### config.mk
export PLATFORM = sky130hd
export DESIGN_NAME = memwb_pipe_reg_flat
export DESIGN_NICKNAME = d
export VERILOG_FILES = /design/src/rtl/memwb_if.sv /design/src/rtl/memwb_pipe_reg.sv /design/src/flat_wrapper.sv
export SDC_FILE = /design/constraint.sdc
export NUM_CORES = 1
export LEC_CHECK = 0
export BUFFER_PORTS_ARGS = -buffer_cell sky130_fd_sc_hd__buf_2
export CORE_ASPECT_RATIO = 1.4
export CORE_MARGIN = 2
export CORE_UTILIZATION = 49
export DETAILED_ROUTE_END_ITERATION = 7
export PLACE_DENSITY = 0.83
export SETUP_SLACK_MARGIN = 0.5
export SLEW_MARGIN = 20
export SYNTH_ARGS = -nofsm -noshare
export SYNTH_HDL_FRONTEND = slang
export SYNTH_SLANG_ARGS = --single-unit
### constraint.sdc
create_clock -name clk -period 4.2 [get_ports clk]
set_input_delay 0.42 -clock clk [delete_from_list [all_inputs] [get_ports clk]]
set_output_delay 0.42 -clock clk [all_outputs]
set_load 0.05 [all_outputs]
### src/rtl/memwb_if.sv
// MEM->WB bus between the M stage and the W stage: M-stage fields, stall/flush control in, W-stage fields out.
interface memwb_if #(
  parameter int XLEN      = 32,
  parameter int LANES     = 1,
  parameter int OP_W      = 5,
  parameter int NUM_STALL = 1
);
  logic [NUM_STALL-1:0]    stall_i;
  logic                    dm_stall_i;
  logic                    flush_i;
  logic [LANES-1:0]        m_valid_i;
  logic [LANES*OP_W-1:0]   m_op_i;
  logic [LANES*5-1:0]      m_rd_i;
  logic [LANES*3-1:0]      m_func3_i;
  logic [LANES*XLEN-1:0]   m_alu_i;
  logic [LANES*XLEN-1:0]   m_rdata_i;
  logic [LANES-1:0]        w_valid_o;
  logic [LANES*OP_W-1:0]   w_op_o;
  logic [LANES*5-1:0]      w_rd_o;
  logic [LANES*3-1:0]      w_func3_o;
  logic [LANES*XLEN-1:0]   w_alu_o;
  logic [LANES*XLEN-1:0]   w_rdata_o;
  logic [LANES-1:0]        cap_valid_o;

  modport master (
    output stall_i, dm_stall_i, flush_i, m_valid_i, m_op_i, m_rd_i, m_func3_i, m_alu_i, m_rdata_i,
    input  w_valid_o, w_op_o, w_rd_o, w_func3_o, w_alu_o, w_rdata_o, cap_valid_o
  );

  modport slave (
    input  stall_i, dm_stall_i, flush_i, m_valid_i, m_op_i, m_rd_i, m_func3_i, m_alu_i, m_rdata_i,
    output w_valid_o, w_op_o, w_rd_o, w_func3_o, w_alu_o, w_rdata_o, cap_valid_o
  );
endinterface

### src/rtl/memwb_pipe_reg.sv
// MEM->WB pipeline register with per-lane load-data capture buffer, deferred flush and N stall sources.
// Optional MEMWB_PERF_EN adds stall-cycle and capture-event counters.
module memwb_pipe_reg #(
  parameter int XLEN      = 32,
  parameter int LANES     = 1,
  parameter int OP_W      = 5,
  parameter int NUM_STALL = 1
) (
  input  logic        clk,
  input  logic        rst,
`ifdef MEMWB_PERF_EN
  output logic [31:0] stall_cyc_o,
  output logic [15:0] cap_evt_o,
`endif
  memwb_if.slave      bus
);

  logic                  advance;
  logic                  capture_en;
  logic                  flush_any;
  logic [LANES-1:0]      cap_new;

  logic [LANES-1:0]      w_valid_d,  w_valid_q;
  logic [LANES*OP_W-1:0] w_op_d,     w_op_q;
  logic [LANES*5-1:0]    w_rd_d,     w_rd_q;
  logic [LANES*3-1:0]    w_func3_d,  w_func3_q;
  logic [LANES*XLEN-1:0] w_alu_d,    w_alu_q;
  logic [LANES*XLEN-1:0] w_rdata_d,  w_rdata_q;
  logic [LANES-1:0]      cap_valid_d, cap_valid_q;
  logic [LANES*XLEN-1:0] cap_buf_d,  cap_buf_q;
  logic                  flush_pend_d, flush_pend_q;

  assign advance   = ~bus.dm_stall_i & ~(|bus.stall_i);
  assign flush_any = bus.flush_i | flush_pend_q;
  // Only latch DM data when DM itself has delivered but something else froze the pipe;
  // a pending flush makes the data worthless, so it is not captured either.
  assign capture_en = ~bus.dm_stall_i & (|bus.stall_i) & ~flush_any;

  always_comb begin
    w_valid_d    = w_valid_q;
    w_op_d       = w_op_q;
    w_rd_d       = w_rd_q;
    w_func3_d    = w_func3_q;
    w_alu_d      = w_alu_q;
    w_rdata_d    = w_rdata_q;
    cap_valid_d  = cap_valid_q;
    cap_buf_d    = cap_buf_q;
    flush_pend_d = flush_pend_q;
    cap_new      = '0;

    if (advance) begin
      if (flush_any) begin
        w_valid_d = '0;
        w_op_d    = '0;
        w_rd_d    = '0;
        w_func3_d = '0;
        w_alu_d   = '0;
        w_rdata_d = '0;
      end else begin
        w_valid_d = bus.m_valid_i;
        w_op_d    = bus.m_op_i;
        w_rd_d    = bus.m_rd_i;
        w_func3_d = bus.m_func3_i;
        w_alu_d   = bus.m_alu_i;
        for (int l = 0; l < LANES; l++) begin
          w_rdata_d[l*XLEN +: XLEN] = cap_valid_q[l] ? cap_buf_q[l*XLEN +: XLEN]
                                                     : bus.m_rdata_i[l*XLEN +: XLEN];
        end
      end
      cap_valid_d  = '0;
      cap_buf_d    = '0;
      flush_pend_d = 1'b0;
    end else if (bus.flush_i) begin
      flush_pend_d = 1'b1;
      cap_valid_d  = '0;
      cap_buf_d    = '0;
    end else if (capture_en) begin
      for (int l = 0; l < LANES; l++) begin
        if (!cap_valid_q[l]) begin
          cap_new[l]                = 1'b1;
          cap_valid_d[l]            = 1'b1;
          cap_buf_d[l*XLEN +: XLEN] = bus.m_rdata_i[l*XLEN +: XLEN];
        end
      end
    end
  end

  // M -> W stage boundary
  always_ff @(posedge clk or posedge rst) begin
    if (rst) begin
      w_valid_q    <= '0;
      w_op_q       <= '0;
      w_rd_q       <= '0;
      w_func3_q    <= '0;
      w_alu_q      <= '0;
      w_rdata_q    <= '0;
      cap_valid_q  <= '0;
      cap_buf_q    <= '0;
      flush_pend_q <= 1'b0;
    end else begin
      w_valid_q    <= w_valid_d;
      w_op_q       <= w_op_d;
      w_rd_q       <= w_rd_d;
      w_func3_q    <= w_func3_d;
      w_alu_q      <= w_alu_d;
      w_rdata_q    <= w_rdata_d;
      cap_valid_q  <= cap_valid_d;
      cap_buf_q    <= cap_buf_d;
      flush_pend_q <= flush_pend_d;
    end
  end

  assign bus.w_valid_o   = w_valid_q;
  assign bus.w_op_o      = w_op_q;
  assign bus.w_rd_o      = w_rd_q;
  assign bus.w_func3_o   = w_func3_q;
  assign bus.w_alu_o     = w_alu_q;
  assign bus.w_rdata_o   = w_rdata_q;
  assign bus.cap_valid_o = cap_valid_q;

`ifdef MEMWB_PERF_EN
  logic [31:0] stall_cyc_d, stall_cyc_q;
  logic [15:0] cap_evt_d,   cap_evt_q;
  logic [15:0] cap_inc;

  always_comb begin
    cap_inc = '0;
    for (int l = 0; l < LANES; l++) begin
      cap_inc = cap_inc + 16'(cap_new[l]);
    end
    stall_cyc_d = stall_cyc_q;
    if (!advance && (stall_cyc_q != 32'hFFFF_FFFF)) begin
      stall_cyc_d = stall_cyc_q + 32'd1;
    end
    cap_evt_d = cap_evt_q + cap_inc;
  end

  always_ff @(posedge clk or posedge rst) begin
    if (rst) begin
      stall_cyc_q <= '0;
      cap_evt_q   <= '0;
    end else begin
      stall_cyc_q <= stall_cyc_d;
      cap_evt_q   <= cap_evt_d;
    end
  end

  assign stall_cyc_o = stall_cyc_q;
  assign cap_evt_o   = cap_evt_q;
`endif

endmodule

### src/flat_wrapper.sv
// flat-port wrapper written by rule: the top's interface ports become plain ports
module memwb_pipe_reg_flat 
#(
  parameter int XLEN      = 32,
  parameter int LANES     = 1,
  parameter int OP_W      = 5,
  parameter int NUM_STALL = 1
)
  (clk, rst, bus_stall_i, bus_dm_stall_i, bus_flush_i, bus_m_valid_i, bus_m_op_i, bus_m_rd_i, bus_m_func3_i, bus_m_alu_i, bus_m_rdata_i, bus_w_valid_o, bus_w_op_o, bus_w_rd_o, bus_w_func3_o, bus_w_alu_o, bus_w_rdata_o, bus_cap_valid_o);
  memwb_if #(.XLEN(XLEN), .LANES(LANES), .OP_W(OP_W), .NUM_STALL(NUM_STALL)) bus_i ();
  input  logic clk;
  input  logic rst;
  input wire logic [$bits(bus_i.stall_i)-1:0] bus_stall_i;
  input wire logic [$bits(bus_i.dm_stall_i)-1:0] bus_dm_stall_i;
  input wire logic [$bits(bus_i.flush_i)-1:0] bus_flush_i;
  input wire logic [$bits(bus_i.m_valid_i)-1:0] bus_m_valid_i;
  input wire logic [$bits(bus_i.m_op_i)-1:0] bus_m_op_i;
  input wire logic [$bits(bus_i.m_rd_i)-1:0] bus_m_rd_i;
  input wire logic [$bits(bus_i.m_func3_i)-1:0] bus_m_func3_i;
  input wire logic [$bits(bus_i.m_alu_i)-1:0] bus_m_alu_i;
  input wire logic [$bits(bus_i.m_rdata_i)-1:0] bus_m_rdata_i;
  output wire logic [$bits(bus_i.w_valid_o)-1:0] bus_w_valid_o;
  output wire logic [$bits(bus_i.w_op_o)-1:0] bus_w_op_o;
  output wire logic [$bits(bus_i.w_rd_o)-1:0] bus_w_rd_o;
  output wire logic [$bits(bus_i.w_func3_o)-1:0] bus_w_func3_o;
  output wire logic [$bits(bus_i.w_alu_o)-1:0] bus_w_alu_o;
  output wire logic [$bits(bus_i.w_rdata_o)-1:0] bus_w_rdata_o;
  output wire logic [$bits(bus_i.cap_valid_o)-1:0] bus_cap_valid_o;
  assign bus_i.stall_i = bus_stall_i;
  assign bus_i.dm_stall_i = bus_dm_stall_i;
  assign bus_i.flush_i = bus_flush_i;
  assign bus_i.m_valid_i = bus_m_valid_i;
  assign bus_i.m_op_i = bus_m_op_i;
  assign bus_i.m_rd_i = bus_m_rd_i;
  assign bus_i.m_func3_i = bus_m_func3_i;
  assign bus_i.m_alu_i = bus_m_alu_i;
  assign bus_i.m_rdata_i = bus_m_rdata_i;
  assign bus_w_valid_o = bus_i.w_valid_o;
  assign bus_w_op_o = bus_i.w_op_o;
  assign bus_w_rd_o = bus_i.w_rd_o;
  assign bus_w_func3_o = bus_i.w_func3_o;
  assign bus_w_alu_o = bus_i.w_alu_o;
  assign bus_w_rdata_o = bus_i.w_rdata_o;
  assign bus_cap_valid_o = bus_i.cap_valid_o;
  memwb_pipe_reg #(.XLEN(XLEN), .LANES(LANES), .OP_W(OP_W), .NUM_STALL(NUM_STALL)) u_core (.clk(clk), .rst(rst), .bus(bus_i));
endmodule
==> run_results.csv, run 1 <==
group,metric,value,unit
clock_network,tritoncts,"yes",
die,die_area,0.00960,mm2
critical_path,crit_path_start_kind,"flop",
clock_network,cts_setup_buffers,0,
sta,setup_viol,0,
placement,place_area,0.00516,mm2
power,power_leakage,0.00291,uW
clock_network,numCtsBuffers,9,
sta,period_needed,2.11,ns
die,die_h,115,um
hold_path,min_path_type,"in2async",
placement,dpl.hpwl,6.73,mm
logic_synthesis,syn-mean-instance-area,13.2,um2
power,ir_drop,0.297,mV
logic_synthesis,syn-num-nets,410,
logic_synthesis,syn_area,0.00432,mm2
detailed_routing,detail_route.vias_per_cell,5.50,
clock_network,cts_max_level,3,
detailed_routing,totalWireLength,10.1,mm
detailed_routing,drt_iter0_drc,143,
global_route,overflow,0,
run,maxCapViolCount,0,
sta,setup_slack,2.09,ns
clock_network,hold_buffers,0,
global_route,grt_pass1_vias,3192,
clock_network,clk_pin_slew,0.07,ns
clock_network,cts_resized,0,
layout,drive_above_1_share,0.387,
global_route,grt_pass1_wl,16.2,mm
clock_network,clk_latency,0.34,ns
sta,tightest_slew,0.978,ns
critical_path,worstPathRequired,3.78,ns
critical_path,critPathCaptureType,"output pin",
global_route,grtUsageMet3,0.0431,
placement,preCtsSetupSlack,1.98,ns
layout,n_fill_cell,673,
power,power_density,453,mW/mm2
detailed_routing,num_vias,3234,
logic_synthesis,syn_inst,327,
outcome,outcome,"complete, no violations",
layout,regArea,0.00280,mm2
sta,timing.slew.headroom,0.346,
die,initial_core_util,0.505,
detailed_routing,drtAntennaViolNets,0,
global_route,grt_util_met2,0.334,
power,finalPower,2480,uW
layout,final_nets,561,
layout,fin_area,0.00547,mm2
die,fp-row-count,40,
clock_network,root_buffer,"clkbuf_16",
global_route,track_usage,0.214,
detailed_routing,wl_per_cell,17.1,um
critical_path,reg2reg_from,"u_core.flush_pend_q$_DFFE_PP0N_",
clock_network,clockBufferDepth,2,
critical_path,cp_max_fo,29,
critical_path,startpoint,"u_core.bus.cap_valid_o$_DFFE_PP0P_",
sta,timing.final.hold_violations,0,
global_route,top_usage_layer,"met2",
die,ios,162,
detailed_routing,drt-pass1-iter-count,4,
layout,multi_input_area,0.00137,mm2
sta,clock.fmax,475,MHz
sta,finalCritPeriodShare,0.502,
logic_synthesis,ys_seq_area_frac,0.649,
die,die_w,83.4,um
layout,antenna-diode-count,0,
sta,skew,0.00614,ns
global_route,use_met1,0.299,
logic_synthesis,ys_ff_latch,112,
layout,syn_to_final_growth,26.6,%
placement,globalplace.congestion,0.774,
clock_network,clkSinkCount,112,
critical_path,arrival,1.69,ns
logic_synthesis,yosys.cell_types.count,15,
placement,io_buffers,161,
critical_path,crit_type,"reg2out",
detailed_routing,drc_errors,0,
sta,slew_viol_final,0,
global_route,antenna_found_initial,0,
sta,rsz0062_at_grt,"false",
global_route,grt_max_degree,86,
sta,finalSetupTns,0,ns
logic_synthesis,synth_warnings,0,
die,core_area,0.00856,mm2
[synthesized netlist by cell type (all sizes together)]
master	number	area share
a22o	78	0.16
and3	1	0.0014
buf	18	0.028
clkbuf	9	0.0078
dfrtp	112	0.65
inv	1	0.00087
mux2i	32	0.074
nand2	33	0.029
nor2	6	0.0052
nor3	4	0.0084
o21ai	32	0.037
or2	1	0.0014
[logic make-up after synthesis]
| logic type | synth area share |
|---|---|
| flops | 0.649 |
| compound gates | 0.195 |
| simple gates | 0.0452 |
| mux | 0.0741 |
| buf+inv | 0.0368 |
[flip-flops by register name, indices dropped and copies added, names as in the netlist]
register / flops
u_core.bus.w_rdata_o: 32
u_core.bus.w_alu_o: 32
u_core.bus.w_valid_o: 1
u_core.cap_buf_q: 32
u_core.bus.w_func3_o: 3
u_core.flush_pend_q: 1
u_core.bus.w_op_o: 5
u_core.bus.w_rd_o: 5
u_core.bus.cap_valid_o: 1
[layer usage]
layer / routed length [um] / vias up
met3: 648 / 13
met1: 4390 / 1603
met4: 150 / 0
li1: - / 1495
met2: 4880 / 123
met5: 0 / -
[per-stage QoR]
step | instances | hold WS (ns) | util
after detailed placement | 572 | 0.467 | 0.603
after CTS | 588 | 0.284 | 0.639
final | 588 | 0.209 | 0.639
after global routing | 588 | 0.291 | 0.639
after global placement | 572 | 0.458 | 0.603
after floorplan | 327 | 0.473 | -
[final cells by class]
type,instances,share of cell area
flip-flops and latches,112,0.513
clock inverters,4,0.00938
multi-input cells,187,0.250
well taps,105,0.0240
inverters,1,0.00160
clock buffers,12,0.0469
repair buffers,167,0.156
[where the power goes]
part / total, uW / internal, uW / switching [uW]
Combinational: 437 / 120 / 317
Sequential: 1180 / 1140 / 37.1
Clock: 865 / 497 / 368
Total: 2480 / 1760 / 722
[critical path: stages, from the launching register on]
cell	delay, ns
dfrtp_2	0.49
buf_4	0.47
buf_2	0.36
[worst paths after layout]
check	endpoint	slack, ns	depth (start not counted)
max	bus_cap_valid_o	2.09	2
min	u_core.bus.w_alu_o[9]$_DFFE_PP0P_	0.21	2
max reg2reg	u_core.bus.w_rdata_o[31]$_DFFE_PP0P_	2.40	3
min reg2reg	u_core.bus.w_rdata_o[15]$_DFFE_PP0P_	0.48	2
max in group asynchronous	u_core.bus.w_alu_o[7]$_DFFE_PP0P_	3.09	3
min in group clk	u_core.bus.w_alu_o[22]$_DFFE_PP0P_	0.30	2
[layout by cell type, fill, tap and decap left out, drive strengths merged]
master / Yosys / routed
and3: 1 / 1
nor3: 4 / 4
clkinv: 0 / 1
buf: 18 / 167
clkbuf: 9 / 12
mux2i: 32 / 32
bufinv: 0 / 1
clkinvlp: 0 / 1
nor2: 6 / 6
o21ai: 32 / 32
a22o: 78 / 78
dfrtp: 112 / 112
or2: 1 / 1
inv: 1 / 2
nand2: 33 / 33
(Power assumes the default switching activity.)
==> run 2, diff against run 1 <==
- ABC_AREA: default -> 1
- CORE_UTILIZATION: 49 -> 45
- PLACE_DENSITY: 0.83 -> 0.79
- clock period: 4.2 -> 1.7 ns (I/O delays scaled with it)
==> run 2 against run 1 <==
- utilization is 0.70 points lower
- routed wire length rose by 29%
- largest cell class unchanged
- highest routed layer unchanged
- register-to-register slack worse by 1.9 ns
- clock power grew to 2.6 times the previous value
- non-clock buffer count is 21 higher
- power grew to 2.6 times the previous value
- cell area rose by 19%
- combinational power rose to 2.8 times the previous value
- critical path depth up 2
- die area up 19%
==> run_results.csv, run 2 <==
group,metric,value,unit
critical_path,arrival,1.54,ns
sta,finalCritPeriodShare,0.734,
sta,setup_viol,0,
power,power_leakage,0.00393,uW
sta,timing.slew.headroom,0.625,
sta,clock.fmax,801,MHz
logic_synthesis,synth_top_area_cell,"dfrtp_1",
detailed_routing,highest_layer,"met4",
layout,fin_util,0.632,
layout,n_fill_cell,860,
detailed_routing,wl_per_cell,14.4,um
logic_synthesis,synthTopCellsByArea,"dfrtp_1 59%, nand2_1 26%, nand3_1 3.5%",
logic_synthesis,synth_most_common_cell,"nand2_1",
logic_synthesis,synth.area.mux_share,0,
die,die_h,125,um
clock_network,clk_latency,0.35,ns
layout,fin_area,0.00651,mm2
logic_synthesis,ys_ff_latch,112,
clock_network,clkSinkCount,112,
hold_path,worstHoldEndpoint,"u_core.bus.w_alu_o[30]$_DFFE_PP0P_",
die,core_area,0.0103,mm2
placement,dpl.hpwl,7.58,mm
clock_network,clockBufferDepth,2,
clock_network,cts_max_level,3,
logic_synthesis,synth_top_area_frac,0.591,
logic_synthesis,synth_flop_cell,"dfrtp_1",
power,ir_drop,0.509,mV
logic_synthesis,synth_fa_ha_area_frac,0,
clock_network,root_buffer,"clkbuf_16",
sta,rsz0062_at_grt,"true",
sta,tightest_slew,0.563,ns
hold_path,min_path_type,"in2reg",
detailed_routing,detail_route.vias_per_cell,4.85,
layout,regArea,0.00280,mm2
logic_synthesis,synthArstFlopShare,1.00,
critical_path,crit_chain,"bufbuf_16, o21ai_0, nand2_1, nand2_1",
clock_network,numCtsBuffers,9,
hold_path,whs_path_depth,3,
critical_path,max_stage_delay,0.44,ns
die,die_w,90.7,um
critical_path,reg2reg_slack,0.45,ns
detailed_routing,drc_errors,0,
sta,skew,0.00672,ns
critical_path,cp_max_fo,16,
global_route,grt_max_degree,80,
logic_synthesis,synth_edf_count,0,
sta,slew_viol_final,0,
logic_synthesis,synth_compound_area_frac,0.0349,
global_route,grt_pass1_vias,4187,
power,power_density,974,mW/mm2
detailed_routing,num_vias,4348,
critical_path,crit_top_cell,"nand2_1",
logic_synthesis,synth-xor-area-share,0,
critical_path,crit_family,"flip-flops",
global_route,antenna_found_initial,0,
critical_path,cp.buffers_inverters,1,
detailed_routing,totalWireLength,12.9,mm
layout,final_nets,837,
logic_synthesis,syn-num-nets,670,
logic_synthesis,syn_area,0.00474,mm2
layout,drive_above_1_share,0.333,
die,initial_core_util,0.460,
sta,timing.final.hold_violations,0,
layout,final_common_cell,"nand2_1",
logic_synthesis,synth_top_family_by_area,"simple AND/OR/NAND/NOR gates",
layout,antenna-diode-count,0,
logic_synthesis,synth_commonest_cells,"334 x nand2_1, 112 x dfrtp_1, 34 x inv_1, 33 x nand3_1, 32 x o21ai_0",
global_route,grt_pass1_wl,19.1,mm
logic_synthesis,yosys.cell_types.count,16,
critical_path,worstPathRequired,1.99,ns
layout,syn_to_final_growth,37.4,%
critical_path,reg2reg_from,"u_core.bus.cap_valid_o$_DFFE_PP0P_",
logic_synthesis,syn_inst,587,
detailed_routing,dr_wl_met3,691,um
detailed_routing,met2_length,6.89,mm
critical_path,crit_path_start_kind,"flop",
layout,layout_common_cells,"300 x nand2_1, 159 x buf_2, 111 x dfrtp_1",
clock_network,tritoncts,"yes",
critical_path,cp_slowest_cell,"dfrtp_2",
detailed_routing,drtAntennaViolNets,0,
critical_path,r2r-end,"u_core.cap_buf_q[30]$_DFFE_PP0P_",
logic_synthesis,syn-mean-instance-area,8.07,um2
hold_path,min_from,"bus_m_alu_i[30]",
power,finalPower,6340,uW
global_route,track_usage,0.208,
global_route,overflow,0,
sta,period_needed,1.25,ns
detailed_routing,drt-pass1-iter-count,4,
die,ios,162,
critical_path,critPathCaptureType,"flop",
logic_synthesis,synth-simple-area-share,0.308,
logic_synthesis,synth_warnings,0,
clock_network,clk_pin_slew,0.07,ns
critical_path,crit_type,"reg2reg",
detailed_routing,drt-met1-wl,5.14,mm
placement,globalplace.congestion,0.793,
detailed_routing,drt_iter0_drc,236,
critical_path,rr_worst_depth,4,
die,die_area,0.0114,mm2
run,maxCapViolCount,0,
critical_path,cp.depth,4,
sta,finalSetupTns,0,ns
die,fp-row-count,44,
placement,io_buffers,161,
layout,multi_input_area,0.00179,mm2
logic_synthesis,ys_seq_area_frac,0.591,
placement,place_area,0.00569,mm2
outcome,outcome,"complete, no violations",
-- run 2: changes by cell type in the layout (fill, tap and decap cells not counted), sizes merged, moves of 4 or more --
cell    delta
buf       +12
mux2i     -32
clkbuf     +4
a22o      -78
nand2    +302
nand3     +33
nor3       -4
inv       +35
-- run 2: per-stage QoR --
stage / cells / hold WS (ns) / setup WS, ns
final: 897 / 0.0170 / 0.452
after global routing: 897 / 0.0127 / 0.398
after CTS: 886 / 0.00548 / 0.454
after detailed placement: 864 / 0.339 / 0.316
after global placement: 864 / 0.326 / 0.394
after floorplan: 587 / 0.280 / 0.173
-- run 2: kinds of logic after synthesis --
| kind of cell | Yosys count |
|---|---|
| AO/OA/AOI/OAI | 33 |
| buffers and inverters | 70 |
| flip-flops | 112 |
| AND/OR/NAND/NOR | 372 |
-- run 2: worst register-to-register path: stages (launching register included) --
cell and delay (ns):
dfrtp_2 0.44, bufbuf_16 0.30, o21ai_0 0.29, nand2_1 0.10, nand2_1 0.07
-- run 2: final cells by class --
cell class              count  share of cell area
clock buffers              10              0.0367
multi-input cells         405               0.275
repair buffers            188               0.195
flip-flops and latches    112               0.431
well taps                 138              0.0265
clock inverters             6              0.0127
inverters                  38              0.0225
-- run 2: layer usage --
metal / vias to the layer above / GRT usage
met5: - / 0
met3: 17 / 0.0470
met2: 152 / 0.366
li1: 2117 / -
met4: 0 / 0.0624
met1: 2062 / 0.256
-- run 2: worst max path at each step --
stage | from | slack [ns] | end
after floorplan | rst | 0.17 | u_core.bus.cap_valid_o$_DFFE_PP0P_
after global placement | bus_stall_i | 0.39 | u_core.cap_buf_q[28]$_DFFE_PP0P_
after detailed placement | bus_stall_i | 0.32 | u_core.cap_buf_q[25]$_DFFE_PP0P_
after CTS | u_core.flush_pend_q$_DFFE_PP0N_ | 0.45 | u_core.bus.w_rdata_o[6]$_DFFE_PP0P_
after global routing | u_core.bus.cap_valid_o$_DFFE_PP0P_ | 0.40 | u_core.cap_buf_q[30]$_DFFE_PP0P_
final | u_core.bus.cap_valid_o$_DFFE_PP0P_ | 0.45 | u_core.cap_buf_q[30]$_DFFE_PP0P_
-- run 2: power breakdown --
| group | internal [uW] | switching (uW) |
|---|---|---|
| Clock | 1320 | 918 |
| Combinational | 335 | 871 |
| Sequential | 2810 | 81.7 |
-- run 2: what timing repair did --
| item | CTS | global route |
|---|---|---|
| buffers inserted | 3 | 3 |
| endpoints found under the hold margin | 112 | 0 |
| gates resized for setup | 5 | 85 |
| pin swaps | 1 | 12 |
| hold buffers | 1 | 0 |
| gates cloned | 2 | 8 |
| endpoints found under the setup margin | 38 | 112 |
==> run 3, diff against run 2 <==
- CORE_UTILIZATION: 45 -> 50
- PLACE_DENSITY: 0.79 -> 0.83
- clock period: 1.7 -> 1.2 ns (I/O delays scaled with it)
==> run 3 against run 2 <==
- cell area increased by 29%
- the flow now finishes with violations (hold timing, setup timing)
- count of clock-buffer cells in the layout unchanged
- first-iteration DRC count increased by 130%
- critical path depth stayed put
- cell count increased by 9.5%
- critical path type unchanged
- via count rose by 27%
- worst hold slack got worse by 0.25 ns
==> run_results.csv, run 3 (synthesis gave the netlist of run 2 again) <==
group,metric,value,unit
global_route,overflow,0,
sta,timing.slew.headroom,0.506,
run,maxCapViolCount,0,
critical_path,cp_max_fo,34,
layout,final_common_cell,"nand2_1",
die,initial_core_util,0.507,
global_route,antenna_found_initial,2,
detailed_routing,dr_wl_met3,1.80,mm
critical_path,worstPathRequired,1.49,ns
clock_network,numCtsBuffers,9,
sta,tightest_slew,0.739,ns
critical_path,crit_family,"flip-flops",
sta,slew_viol_final,0,
sta,setup_viol,112,
layout,layout_common_cells,"223 x nand2_1, 111 x dfrtp_1, 89 x buf_6",
power,finalPower,9620,uW
die,ios,162,
clock_network,root_buffer,"clkbuf_16",
die,fp-row-count,42,
sta,rsz0062_at_grt,"true",
detailed_routing,drt_iter0_drc,536,
placement,globalplace.congestion,0.794,
global_route,grt_max_degree,48,
die,die_w,86.3,um
critical_path,cp_slowest_cell,"dfrtp_2",
critical_path,crit_top_cell,"nand2_1",
detailed_routing,wl_per_cell,20.2,um
critical_path,arrival,1.67,ns
outcome,failed_checks,"hold timing, setup timing",
sta,holdWs,-0.230,ns
layout,syn_to_final_growth,77.2,%
power,power_leakage,0.00477,uW
global_route,grt_pass1_vias,5185,
placement,place_area,0.00577,mm2
sta,setup_slack,-0.182,ns
outcome,outcome,"complete, but fails checks",
clock_network,clkSinkCount,112,
layout,drive_above_1_share,0.464,
critical_path,cp.buffers_inverters,1,
critical_path,crit_type,"reg2reg",
clock_network,clk_latency,0.35,ns
clock_network,tritoncts,"yes",
layout,fin_area,0.00840,mm2
critical_path,startpoint,"u_core.bus.cap_valid_o$_DFFE_PP0P_",
detailed_routing,met2_length,10.2,mm
sta,finalCritPeriodShare,1.15,
detailed_routing,drt-met1-wl,6.79,mm
hold_path,min_path_type,"in2async",
power,power_density,1140,mW/mm2
die,die_h,119,um
critical_path,critPathCaptureType,"flop",
sta,finalSetupTns,-6.43,ns
die,core_area,0.00935,mm2
layout,final_nets,950,
detailed_routing,drt-pass1-iter-count,5,
power,ir_drop,0.746,mV
detailed_routing,detail_route.vias_per_cell,5.62,
clock_network,cts_max_level,3,
die,die_area,0.0103,mm2
detailed_routing,num_vias,5521,
clock_network,clk_pin_slew,0.07,ns
placement,io_buffers,161,
critical_path,crit_path_start_kind,"flop",
sta,timing.final.hold_violations,12,
global_route,grt_pass1_wl,26.3,mm
critical_path,max_stage_delay,0.46,ns
detailed_routing,totalWireLength,19.9,mm
detailed_routing,drc_errors,0,
sta,skew,0.00671,ns
detailed_routing,drtAntennaViolNets,0,
critical_path,reg2reg_from,"u_core.bus.cap_valid_o$_DFFE_PP0P_",
global_route,track_usage,0.333,
sta,clock.fmax,724,MHz
clock_network,clockBufferDepth,2,
sta,period_needed,1.38,ns
placement,dpl.hpwl,7.84,mm
critical_path,crit_chain,"buf_12, o21ai_0, nand2_1, nand2_1",
detailed_routing,highest_layer,"met4",
run 3: cell types whose count changed in the layout (fill, tap and decap cells not counted), sizes merged:
cell,delta
clkinv,-1
bufbuf,-1
clkbuf,-3
bufinv,-1
diode,+2
dlygate4sd3,+41
buf,+76
run 3: per-stage QoR:
step,setup WS [ns],cells,util
4_1_cts,-0.0255,944,0.835
6_report,-0.182,982,0.898
3_3_place_gp,-0.259,844,0.617
2_1_floorplan,-0.277,587,-
5_1_grt,-0.246,981,0.898
3_5_place_dp,-0.360,844,0.617
run 3: layout make-up:
cell class | instances | area (um2)
timing repair buffer | 301 | 2920
sequential | 112 | 2800
multi-input combinational | 405 | 2110
fill | 370 | 956
clock buffer | 10 | 229
inverter | 38 | 146
tap | 110 | 138
clock inverter | 4 | 47.5
antenna | 2 | 5.00
run 3: worst register-to-register path: cells and delay by family, from the launching register on:
kind | cells | cell delay [ns]
and+or+nand+nor | 2 | 0.25
buffers and inverters | 1 | 0.19
DFF | 1 | 0.46
AOI/OAI and AO/OA | 1 | 0.43
run 3: layer usage:
layer | vias to the layer above | global-route usage
li1 | 2345 | -
met1 | 2672 | 0.382
met2 | 409 | 0.589
met3 | 95 | 0.0651
met4 | 0 | 0.153
met5 | - | 0
run 3: final timing paths:
kind                                                         to  slack, ns  depth (start not counted)
min reg2reg                u_core.bus.w_rdata_o[13]$_DFFE_PP0P_       0.51                          2
min in group clk              u_core.bus.w_alu_o[8]$_DFFE_PP0P_       0.02                          3
min                        u_core.bus.w_rdata_o[20]$_DFFE_PP0P_      -0.23                          2
max                        u_core.bus.w_rdata_o[22]$_DFFE_PP0P_      -0.18                          4
max reg2reg                u_core.bus.w_rdata_o[22]$_DFFE_PP0P_      -0.18                          4
max in group asynchronous      u_core.bus.w_rd_o[3]$_DFFE_PP0P_       0.87                          3
run 3: power by group:
group / switching, uW / internal [uW]
clock: 1320 / 1590
sequential: 180 / 3990
combinational: 1500 / 1030
total: 3010 / 6610
run 3: what timing repair did:
item | CTS | global route
hold buffers | 40 | 2
resized for setup | 289 | 78
pin swaps | 39 | 42
hold endpoints to repair | 52 | 14
setup buffers | 35 | 31
cloned | 11 | 3
setup endpoints to repair | 190 | 191
